==> config.mk <==
export PLATFORM = sky130hd
export DESIGN_NAME = data_sync_mc
export DESIGN_NICKNAME = d
export VERILOG_FILES = /design/src/rtl/data_sync_mc.sv
export SDC_FILE = /design/constraint.sdc
export NUM_CORES = 1
export LEC_CHECK = 0
export CORE_MARGIN = 4
export CORE_UTILIZATION = 44
export DETAILED_ROUTE_END_ITERATION = 8
export GPL_ROUTABILITY_DRIVEN = 1
export PLACE_DENSITY = 0.92
export SLEW_MARGIN = 0
export SYNTH_ARGS = -nofsm -noshare
export SYNTH_HDL_FRONTEND = slang
export SYNTH_SLANG_ARGS = --single-unit
==> constraint.sdc <==
create_clock -name clk_i -period 2.6 [get_ports clk_i]
set_clock_uncertainty 0.1 [all_clocks]
set_input_delay 0.78 -clock clk_i [delete_from_list [all_inputs] [get_ports clk_i]]
set_output_delay 0.78 -clock clk_i [all_outputs]
set_load 0.05 [all_outputs]
==> src/rtl/data_sync_mc.sv <==
// Multi-channel data synchroniser for the destination clock domain.
//
// Each channel passes its asynchronous qualifier (bus_enable_i[c]) through a
// NUM_STAGES flop chain and detects an event on the synchronised copy. Level mode
// (TOGGLE_MODE=0) fires on a rising edge; toggle mode (TOGGLE_MODE=1) fires on
// either edge. On an event the channel's slice of unsync_bus_i is captured. The
// source holds that slice stable while the event is in flight, so the capture is
// a multi-cycle-path load. The captured word is then held under a valid/ready
// handshake. A sticky overrun flag records a word overwritten before it was
// consumed. An ack toggle flips once per consumed word so the source domain can
// synchronise the return path.
//
// Ports:
//   clk_i           destination-domain clock
//   rst_i           synchronous, active-high reset
//   unsync_bus_i    source data, channel c at [c*BUS_WIDTH +: BUS_WIDTH]
//   bus_enable_i    asynchronous per-channel qualifier
//   sync_ready_i    consumer accepts channel c while sync_valid_o[c] is high
//   overrun_clr_i   clears overrun_o[c]; a set in the same cycle wins
//   sync_bus_o      captured data, registered, held between events
//   enable_pulse_o  one-cycle pulse coincident with the sync_bus_o update
//   sync_valid_o    captured data pending consumption
//   overrun_o       sticky: an event arrived while the previous word was unconsumed
//   ack_toggle_o    flips once per consumed word

module data_sync_mc #(
  parameter int unsigned BUS_WIDTH   = 8,
  parameter int unsigned NUM_STAGES  = 2,
  parameter int unsigned NUM_CH      = 4,
  parameter int unsigned TOGGLE_MODE = 0
) (
  input  logic                        clk_i,
  input  logic                        rst_i,
  input  logic [NUM_CH*BUS_WIDTH-1:0] unsync_bus_i,
  input  logic [NUM_CH-1:0]           bus_enable_i,
  input  logic [NUM_CH-1:0]           sync_ready_i,
  input  logic [NUM_CH-1:0]           overrun_clr_i,
  output logic [NUM_CH*BUS_WIDTH-1:0] sync_bus_o,
  output logic [NUM_CH-1:0]           enable_pulse_o,
  output logic [NUM_CH-1:0]           sync_valid_o,
  output logic [NUM_CH-1:0]           overrun_o,
  output logic [NUM_CH-1:0]           ack_toggle_o
);

  // Channels are fully independent: one copy of the logic per channel.
  for (genvar c = 0; c < NUM_CH; c++) begin : g_ch

    // Synchroniser chain: bit 0 samples the asynchronous input.
    logic [NUM_STAGES-1:0] chain_q, chain_d;
    // Synchronised qualifier delayed by one cycle, used for edge detection.
    logic                  prev_q, prev_d;
    logic                  sync_en;
    logic                  evt;

    logic [BUS_WIDTH-1:0]  bus_q, bus_d;
    logic                  pulse_q, pulse_d;
    logic                  valid_q, valid_d;
    logic                  ovr_q, ovr_d;
    logic                  ack_q, ack_d;

    logic                  ready;
    logic                  consume;
    logic                  ovr_set;

    assign sync_en = chain_q[NUM_STAGES-1];
    assign ready   = sync_ready_i[c];

    if (TOGGLE_MODE != 0) begin : g_toggle
      // Toggle source: every transition of the synchronised qualifier is an event.
      assign evt = sync_en ^ prev_q;
    end else begin : g_level
      // Level/pulse source: only the rising edge counts, so a held-high
      // qualifier fires once and cannot re-trigger until it drops.
      assign evt = sync_en & ~prev_q;
    end

    // A word is consumed whenever it is valid and the consumer is ready. This
    // includes the cycle in which a new event reloads the register.
    assign consume = valid_q & ready;

    // Overwriting an unconsumed word that the consumer is not taking this cycle.
    assign ovr_set = evt & valid_q & ~ready;

    always_comb begin
      chain_d = {chain_q[NUM_STAGES-2:0], bus_enable_i[c]};
      prev_d  = sync_en;

      // Capture point of the multi-cycle path: the source slice has been
      // stable since before the qualifier entered the chain.
      bus_d   = evt ? unsync_bus_i[c*BUS_WIDTH +: BUS_WIDTH] : bus_q;
      pulse_d = evt;

      // A new event always leaves a word pending. Otherwise a consumed word
      // drops valid.
      valid_d = evt | (valid_q & ~ready);

      ack_d   = ack_q ^ consume;

      // A set in the same cycle as a clear wins.
      ovr_d   = ovr_set | (ovr_q & ~overrun_clr_i[c]);
    end

    always_ff @(posedge clk_i) begin
      if (rst_i) begin
        chain_q <= '0;
        prev_q  <= 1'b0;
        bus_q   <= '0;
        pulse_q <= 1'b0;
        valid_q <= 1'b0;
        ovr_q   <= 1'b0;
        ack_q   <= 1'b0;
      end else begin
        chain_q <= chain_d;
        prev_q  <= prev_d;
        bus_q   <= bus_d;
        pulse_q <= pulse_d;
        valid_q <= valid_d;
        ovr_q   <= ovr_d;
        ack_q   <= ack_d;
      end
    end

    assign sync_bus_o[c*BUS_WIDTH +: BUS_WIDTH] = bus_q;
    assign enable_pulse_o[c]                    = pulse_q;
    assign sync_valid_o[c]                      = valid_q;
    assign overrun_o[c]                         = ovr_q;
    assign ack_toggle_o[c]                      = ack_q;

  end : g_ch

endmodule

== Word level (Yosys, flattened, before mapping) ==
Index checks and enable logic that the tools add are counted.

* Register bits: 60
* Input port bits: 46
* Logic and storage cells: 76
* Output and inout port bits: 48

* Bitwise logic cells: 48

{| class="wikitable"
|+ Operator list
! operator !! number
|-
| AND 1 bit || 24
|-
| NOT 1 bit || 12
|-
| bitwise OR 1 bit || 8
|-
| bitwise XOR 1 bit || 4
|}

== Longest topological paths before layout ==
* Word-level depth: 5
* Mapped depth: 4
* Depth with buffers taken out: 3

== Worst setup path after synthesis ==
Ideal clock, no wire load.

* Path type: flip-flop to output port
* Start point: register g_ch[0].bus_q[0]
* End point: output sync_bus_o[0]
* Setup slack: 1117 ps
* Required time: 1720 ps
* Buffers on the path: 0
* Data arrival time: 603 ps
* Cell stages (with the launch flop): 1
* Cell sequence: dfxtp_1

{| class="wikitable"
|+ RTL lines
! element !! line !! RTL
|-
| start: declaration || 55 || <nowiki>logic [BUS_WIDTH-1:0] bus_q, bus_d;</nowiki>
|-
| start signal: assignment || 115 || <nowiki>bus_q <= bus_d;</nowiki>
|-
| end: declaration || 38 || <nowiki>output logic [NUM_CH*BUS_WIDTH-1:0] sync_bus_o,</nowiki>
|}

No word-level cell between the ends.

== Final worst setup path ==
* Start point: register g_ch[0].valid_q
* End point: output sync_valid_o[0]

{| class="wikitable"
|+ RTL lines
! element !! line !! RTL
|-
| start: declaration || 57 || <nowiki>logic valid_q, valid_d;</nowiki>
|-
| start signal: assignment || 117 || <nowiki>valid_q <= valid_d;</nowiki>
|-
| end: declaration || 40 || <nowiki>output logic [NUM_CH-1:0] sync_valid_o,</nowiki>
|}

No word-level cell between the ends.

==> results <==
==> cells in the final DEF, fill, tap and decap left out <==
| cell | netlist | routed |
|---|---|---|
| a21oi_1 | 36 | 36 |
| buf_2 | 10 | 1 |
| buf_4 | 18 | 2 |
| clkbuf_1 | 0 | 2 |
| clkbuf_8 | 0 | 10 |
| clkdlybuf4s50_1 | 0 | 92 |
| dfxtp_1 | 60 | 60 |
| inv_1 | 4 | 4 |
| nand2_1 | 68 | 68 |
| nand2b_1 | 8 | 8 |
| nor2_1 | 7 | 7 |
| nor2b_1 | 21 | 21 |
| o22ai_1 | 3 | 3 |
| o22ai_2 | 1 | 1 |
| xor2_1 | 4 | 4 |
==> stage by stage <==
stage          area (µm²)  instances  setup WS [ps]  total power [mW]  hold WS, ps
2_1_floorplan        2126        242           1117             1.131        305.9
3_3_place_gp         2934        361          596.1             1.238        314.8
3_5_place_dp         2934        361          559.0             1.243        329.3
4_1_cts              3079        373          210.1             1.898        333.6
5_1_grt              3079        373          180.8             1.959        364.1
6_report             3079        373          230.1             1.877        335.9
==> cell type report <==
class / count / area [µm²] / area share
multi-input combinational: 148 / 709.4 / 0.2304
inverter: 4 / 15.01 / 0.004876
clock buffer: 12 / 145.1 / 0.04714
tap: 54 / 67.56 / 0.02194
sequential: 60 / 1201 / 0.3901
timing repair buffer: 95 / 940.9 / 0.3056
==> worst max-delay path by stage <==
stage / slack [ps] / start / to / cells after the start
floorplan: 1120 / g_ch[0].bus_q[0] / sync_bus_o[0] / 0
global placement: 600 / g_ch[3].valid_q / sync_valid_o[3] / 1
detailed placement: 560 / g_ch[0].valid_q / sync_valid_o[0] / 1
CTS: 210 / g_ch[0].valid_q / sync_valid_o[0] / 1
global route: 180 / g_ch[3].valid_q / sync_valid_o[3] / 1
finish: 230 / g_ch[0].valid_q / sync_valid_o[0] / 1
==> registers in the layout, indices dropped and copies added, names as in the netlist <==
register      flops
g_ch.ack_q        4
g_ch.prev_q       4
g_ch.valid_q      4
g_ch.chain_q      8
g_ch.bus_q       32
g_ch.ovr_q        4
g_ch.pulse_q      4
==> power groups by stage <==
stage                     registers, mW  logic [mW]  clock network [mW]
after detailed placement          0.984       0.259                   0
after global routing              0.968       0.273               0.719
after global placement            0.983       0.255                   0
after CTS                         0.964       0.260               0.674
after floorplan                    1.04      0.0902                   0
final                             0.964       0.257               0.655
==> kinds of logic after synthesis <==
| kind of cell | Yosys count |
|---|---|
| AOI/OAI and AO/OA | 40 |
| xor gates and xnor gates | 4 |
| buffers and inverters | 34 |
| DFF | 60 |
| and+or+nand+nor | 104 |
==> per-layer routing <==
layer / vias up / part of all wire
met3: 7 / 0.042
li1: 891 / -
met1: 800 / 0.42
met5: - / 0
met2: 50 / 0.53
met4: 0 / 0.015
==> impl_metrics.ini <==
[status]
status = finished clean

[floorplanning]
coreArea_um2 = 4692
die_w_um = 77.51
rows = 25
start_util = 0.4531
ioPinCount = 94
die_h_um = 77.51
die_area_um2 = 6007

[final_layout]
layout-area-overhead-vs-synth_pct = 44.85
final_layout_size_suffix_gt1_frac = 0.04389
nets = 364
fillCellCount = 414
final_util = 0.6563
n_antenna_cell = 0

[logic_synthesis]
synthXorXnorAreaFrac = 0.01648
synth_fa_ha_area_frac = 0
netlist_instances = 242
synth_area_leaders = dfxtp_1 (57%), nand2_1 (12%), a21oi_1 (8.5%)
yosys.area_share.simple = 0.2178
synthArstFlopShare = 0
synth_most_common_cell = nand2_1
synth_fp_nets = 288
synth_compound_area_frac = 0.09947
syn_avg_cell_area_um2 = 8.784
yosysTopAreaCell = dfxtp_1
synth_cell_types = 14
synth_seq_cells = 60
synth_top_area_frac = 0.5650
yosysWarnings = 0
syn_area_um2 = 2126
synth_mux_area_frac = 0
ys_seq_area_frac = 0.5650
synth_top_family_by_area = simple AND/OR/NAND/NOR gates
synth_flop_cell = dfxtp_1
synth_edf_count = 0
synthTopCellsByCount = nand2_1 (68), dfxtp_1 (60), a21oi_1 (36), nor2b_1 (21), buf_4 (18)

[routing]
viasPerCell = 4.686
drc = 0
via_count = 1748
dr.pass1.iters = 4
ant_nets = 0
wl_mm = 4.677
drtIter0Drc = 56
wire_per_inst_um = 12.54

[power_and_ir_drop]
p_int_mw = 1.418
seqPwrFrac = 0.514
p_sw_mw = 0.4586
pwr-share-comb = 0.137
p_leak_nw = 1.108
power_density_nw_per_um2 = 609.6
ir_drop_uv = 392.3
swShare = 0.2443
clock_power_share = 0.349

[sta]
hold_viol = 0
max_freq_mhz = 422.0
worst_slew_pin_slew_ps = 575.4
period_share = 0.9115
setup_viol = 0
slew_headroom = 0.6156
min_period_ps = 2370
rsz0062_at_grt = false
setup_tns_ps = 0
drv_slew = 0

[run]
cap_violations = 0

[cts]
cts_made_buffers = 9
post_cts_buffers = 0
cts_sinks = 60
cts_tree = done
htree_levels = 3
clk_latency_ps = 320
cts_buffer_depth = 2
path_clk_slew_ps = 60
clockRootBuffer = clkbuf_8
hold_buffers = 0
cts_resized = 0

[global_route]
met2_usage = 0.2953
top_usage_layer = met2
grt_max_degree = 25
antenna_found_initial = 0
grt_pass1_vias = 1733
grt_pass1_wl_mm = 7.831
gr-usage-met3 = 0.03480
use_met1 = 0.1836
grt-ovfl-total = 0
gr-usage-all-layers = 0.1653

[worst_setup_path]
critical_path_class = flop to output port
cp.required_ps = 1720
slowest_stage = clkdlybuf4s50_1
cp.arrival_ps = 1490
cp_num_buf_inv = 1
slowest_delay_ps = 820
reg2reg_from = g_ch[1].chain_q[1]
reg2reg_to = g_ch[1].bus_q[3]
r2r_cells = 3
crit_path_cell_trace = clkdlybuf4s50_1
worstSetupEndpointType = output port
rrSetupSlack_ps = 1340
critPathTopFamily = buffers and inverters
critPathMaxFanout = 3
start_kind = flop

[place]
portBuffers = 93
hpwl_mm = 3.483
gp_congestion = 0.7726

[hold_path]
hold_path_end = g_ch[0].pulse_q
hp-class = flop to flop
hold_depth = 1
hold_start = g_ch[0].prev_q
Power figures use the tool's default switching activity.
==> RTL change, RTL diff (config.mk and constraints unchanged) <==
Change the parameter `NUM_CH` from 4 to 8.
--- a/src/rtl/data_sync_mc.sv
+++ b/src/rtl/data_sync_mc.sv
@@ -26,7 +26,7 @@
 module data_sync_mc #(
   parameter int unsigned BUS_WIDTH   = 8,
   parameter int unsigned NUM_STAGES  = 2,
-  parameter int unsigned NUM_CH      = 4,
+  parameter int unsigned NUM_CH      = 8,
   parameter int unsigned TOGGLE_MODE = 0
 ) (
   input  logic                        clk_i,
Ports: changed (9 resized); port bits go from 94 to 186. The function was not compared with the original's and may differ.
==> RTL change against the original RTL <==
- total power grew to 2.5 times the old value
- die area up 90%
- synthesized area is 100% higher
- final area rose by 110%
- sequential cell count rose by 60
- core utilization up 4.2 points
- worst setup slack got worse by 0.17 ns
- sequential power grew 100%
- clock power rose to 3.5 times the old value
- routed wire length up 130%
- largest cell class unchanged
- largest power group is now clock
==> RTL change: results (changes against the original RTL) <==
metric,value,unit,change
synth_seq_area_share,56.0,%,was 56.5%
r2r.worst_path.cells,3,,unchanged
synthTopCellsByCount,"nand2_1 (136), dfxtp_1 (120), a21oi_1 (62)",,"was nand2_1 (68), dfxtp_1 (60), a21oi_1 (36)"
final_nets,720,,was 364
grt_pass1_wl,17200,um,was 7830 um
dp_hpwl,7940,um,was 3480 um
htree_levels,4,,was 3
cp_top_family,buffers and inverters,,unchanged
reg2reg_setup_slack,1.29,ns,was 1.34 ns
io_buffers,185,,was 93
reg_top3,"g_ch.bus_q x64, g_ch.chain_q x16",,"was g_ch.bus_q x32, g_ch.chain_q x8"
preCtsSetupSlack,0.557,ns,was 0.559 ns
cts_root_buf,clkbuf_8,,unchanged
arrival,1.66,ns,was 1.49 ns
critPathSlowestCell,clkdlybuf4s50_1,,unchanged
cts_buffers,17,,was 9
syn-num-nets,575,,was 288
synthTopCellsByArea,"dfxtp_1 (56%), nand2_1 (12%), a21oi_1 (7.2%), buf_4 (5.9%), nor2b_1 (5.8%)",,"was dfxtp_1 (57%), nand2_1 (12%), a21oi_1 (8.5%), buf_4 (6.4%), nor2b_1 (6.2%)"
outcome,"complete, no violations",,unchanged
worstSetupStartpoint,g_ch[2].bus_q[0],,was g_ch[0].valid_q
yosysUniqueCellTypes,14,,unchanged
grt_max_degree,50,,was 25
cp-endpoint,sync_bus_o[16],,was sync_valid_o[0]
wl,10700,um,was 4680 um
antennaDiodeCount,0,,unchanged
drt_iter0_markers,109,,was 56
via_per_inst,4.61,,was 4.69
post-cts-setup-buffers,0,,unchanged
static-leakage-power,2.46,nW,was 1.11 nW
min_path_type,flip-flop to flip-flop,,unchanged
firstDrtPassIters,4,,unchanged
grt.total_usage,18.8,%,was 16.5%
clk_latency,0.48,ns,was 0.32 ns
worst_pin_slew,0.576,ns,was 0.575 ns
grt_pass1_vias,3611,,"was 1,733"
ir_drop,0.492,mV,was 0.392 mV
path_clk_slew,0.06,ns,about the same
regToRegEndpoint,g_ch[0].bus_q[0],,was g_ch[1].bus_q[3]
gp_congestion,0.715,,was 0.773
slowest_delay,0.83,ns,
fill_cells,718,,was 414
r2r-start,g_ch[0].chain_q[1],,was g_ch[1].chain_q[1]
period_needed,2.54,ns,was 2.37 ns
drive_gt1_share,7.00,%,was 4.39%
cp_max_fo,2,,was 3
## RTL change: cell types whose count changed after synthesis, sizes merged
cell / before / now
a21oi: 36 / 72
and2b: 0 / 1
buf: 30 / 61
dfxtp: 60 / 120
inv: 4 / 8
nand2: 68 / 136
nand2b: 8 / 16
nor2: 7 / 15
nor2b: 21 / 40
o22ai: 4 / 8
xor2: 4 / 8
## RTL change: how the worst min path moves through the flow
stage,startpoint,to,slack [ns],cells after the start
after floorplan,g_ch[0].prev_q,g_ch[0].pulse_q,0.31,1
after global placement,g_ch[0].prev_q,g_ch[0].pulse_q,0.32,1
after detailed placement,g_ch[0].chain_q[0],g_ch[0].chain_q[1],0.33,1
after CTS,g_ch[0].chain_q[0],g_ch[0].chain_q[1],0.34,1
after global routing,g_ch[1].chain_q[0],g_ch[1].chain_q[1],0.36,1
final,g_ch[0].chain_q[0],g_ch[0].chain_q[1],0.34,1
## RTL change: cell families (layout without fill, tap and decap cells)
group                  after synthesis  after routing  share of synthesized area, %
AND/OR/NAND/NOR                    208            208                          21.6
flip-flops                         120            120                          56.0
AO/OA/AOI/OAI                       80             80                          10.4
buffers and inverters               69            227                          10.4
XOR/XNOR                             8              8                          1.63
## RTL change: cell type report
| class | instances | area, um2 | share of cell area (%) |
|---|---|---|---|
| clock buffers | 20 | 455 | 6.96 |
| multi-input cells | 296 | 1440 | 22.0 |
| flip-flops and latches | 120 | 2400 | 36.7 |
| inverters | 8 | 30.0 | 0.459 |
| repair buffers | 187 | 1900 | 29.1 |
| clock inverters | 12 | 149 | 2.27 |
| well taps | 129 | 161 | 2.47 |
## RTL change: stage by stage
| step | instances | area [um2] | utilization (%) | hold WS [ns] |
|---|---|---|---|---|
| after global placement | 740 | 5930 | 63.2 | 0.317 |
| after detailed placement | 740 | 5930 | 63.2 | 0.326 |
| after floorplan | 485 | 4290 | - | 0.306 |
| final | 772 | 6550 | 69.8 | 0.338 |
| after global routing | 772 | 6550 | 69.8 | 0.358 |
| after CTS | 772 | 6530 | 69.7 | 0.337 |
## RTL change: per-layer routing
layer,part of all wire (%),track usage [%],wire length (um)
met1,39,20.5,4170
met2,51,32.6,5460
met3,7.3,7.71,778
met4,2.5,7.21,269
met5,0,0,0
## RTL change: power by group
group	switching, mW	internal, mW	total [mW]
clock network	0.788	1.53	2.32
logic	0.290	0.237	0.526
registers	0.0296	1.90	1.93
total	1.11	3.67	4.78
## RTL change: what timing repair did
action | CTS | global route
hold buffers | 0 | 0
endpoints found under the setup margin | 0 | 6
gates resized for setup | 0 | 6
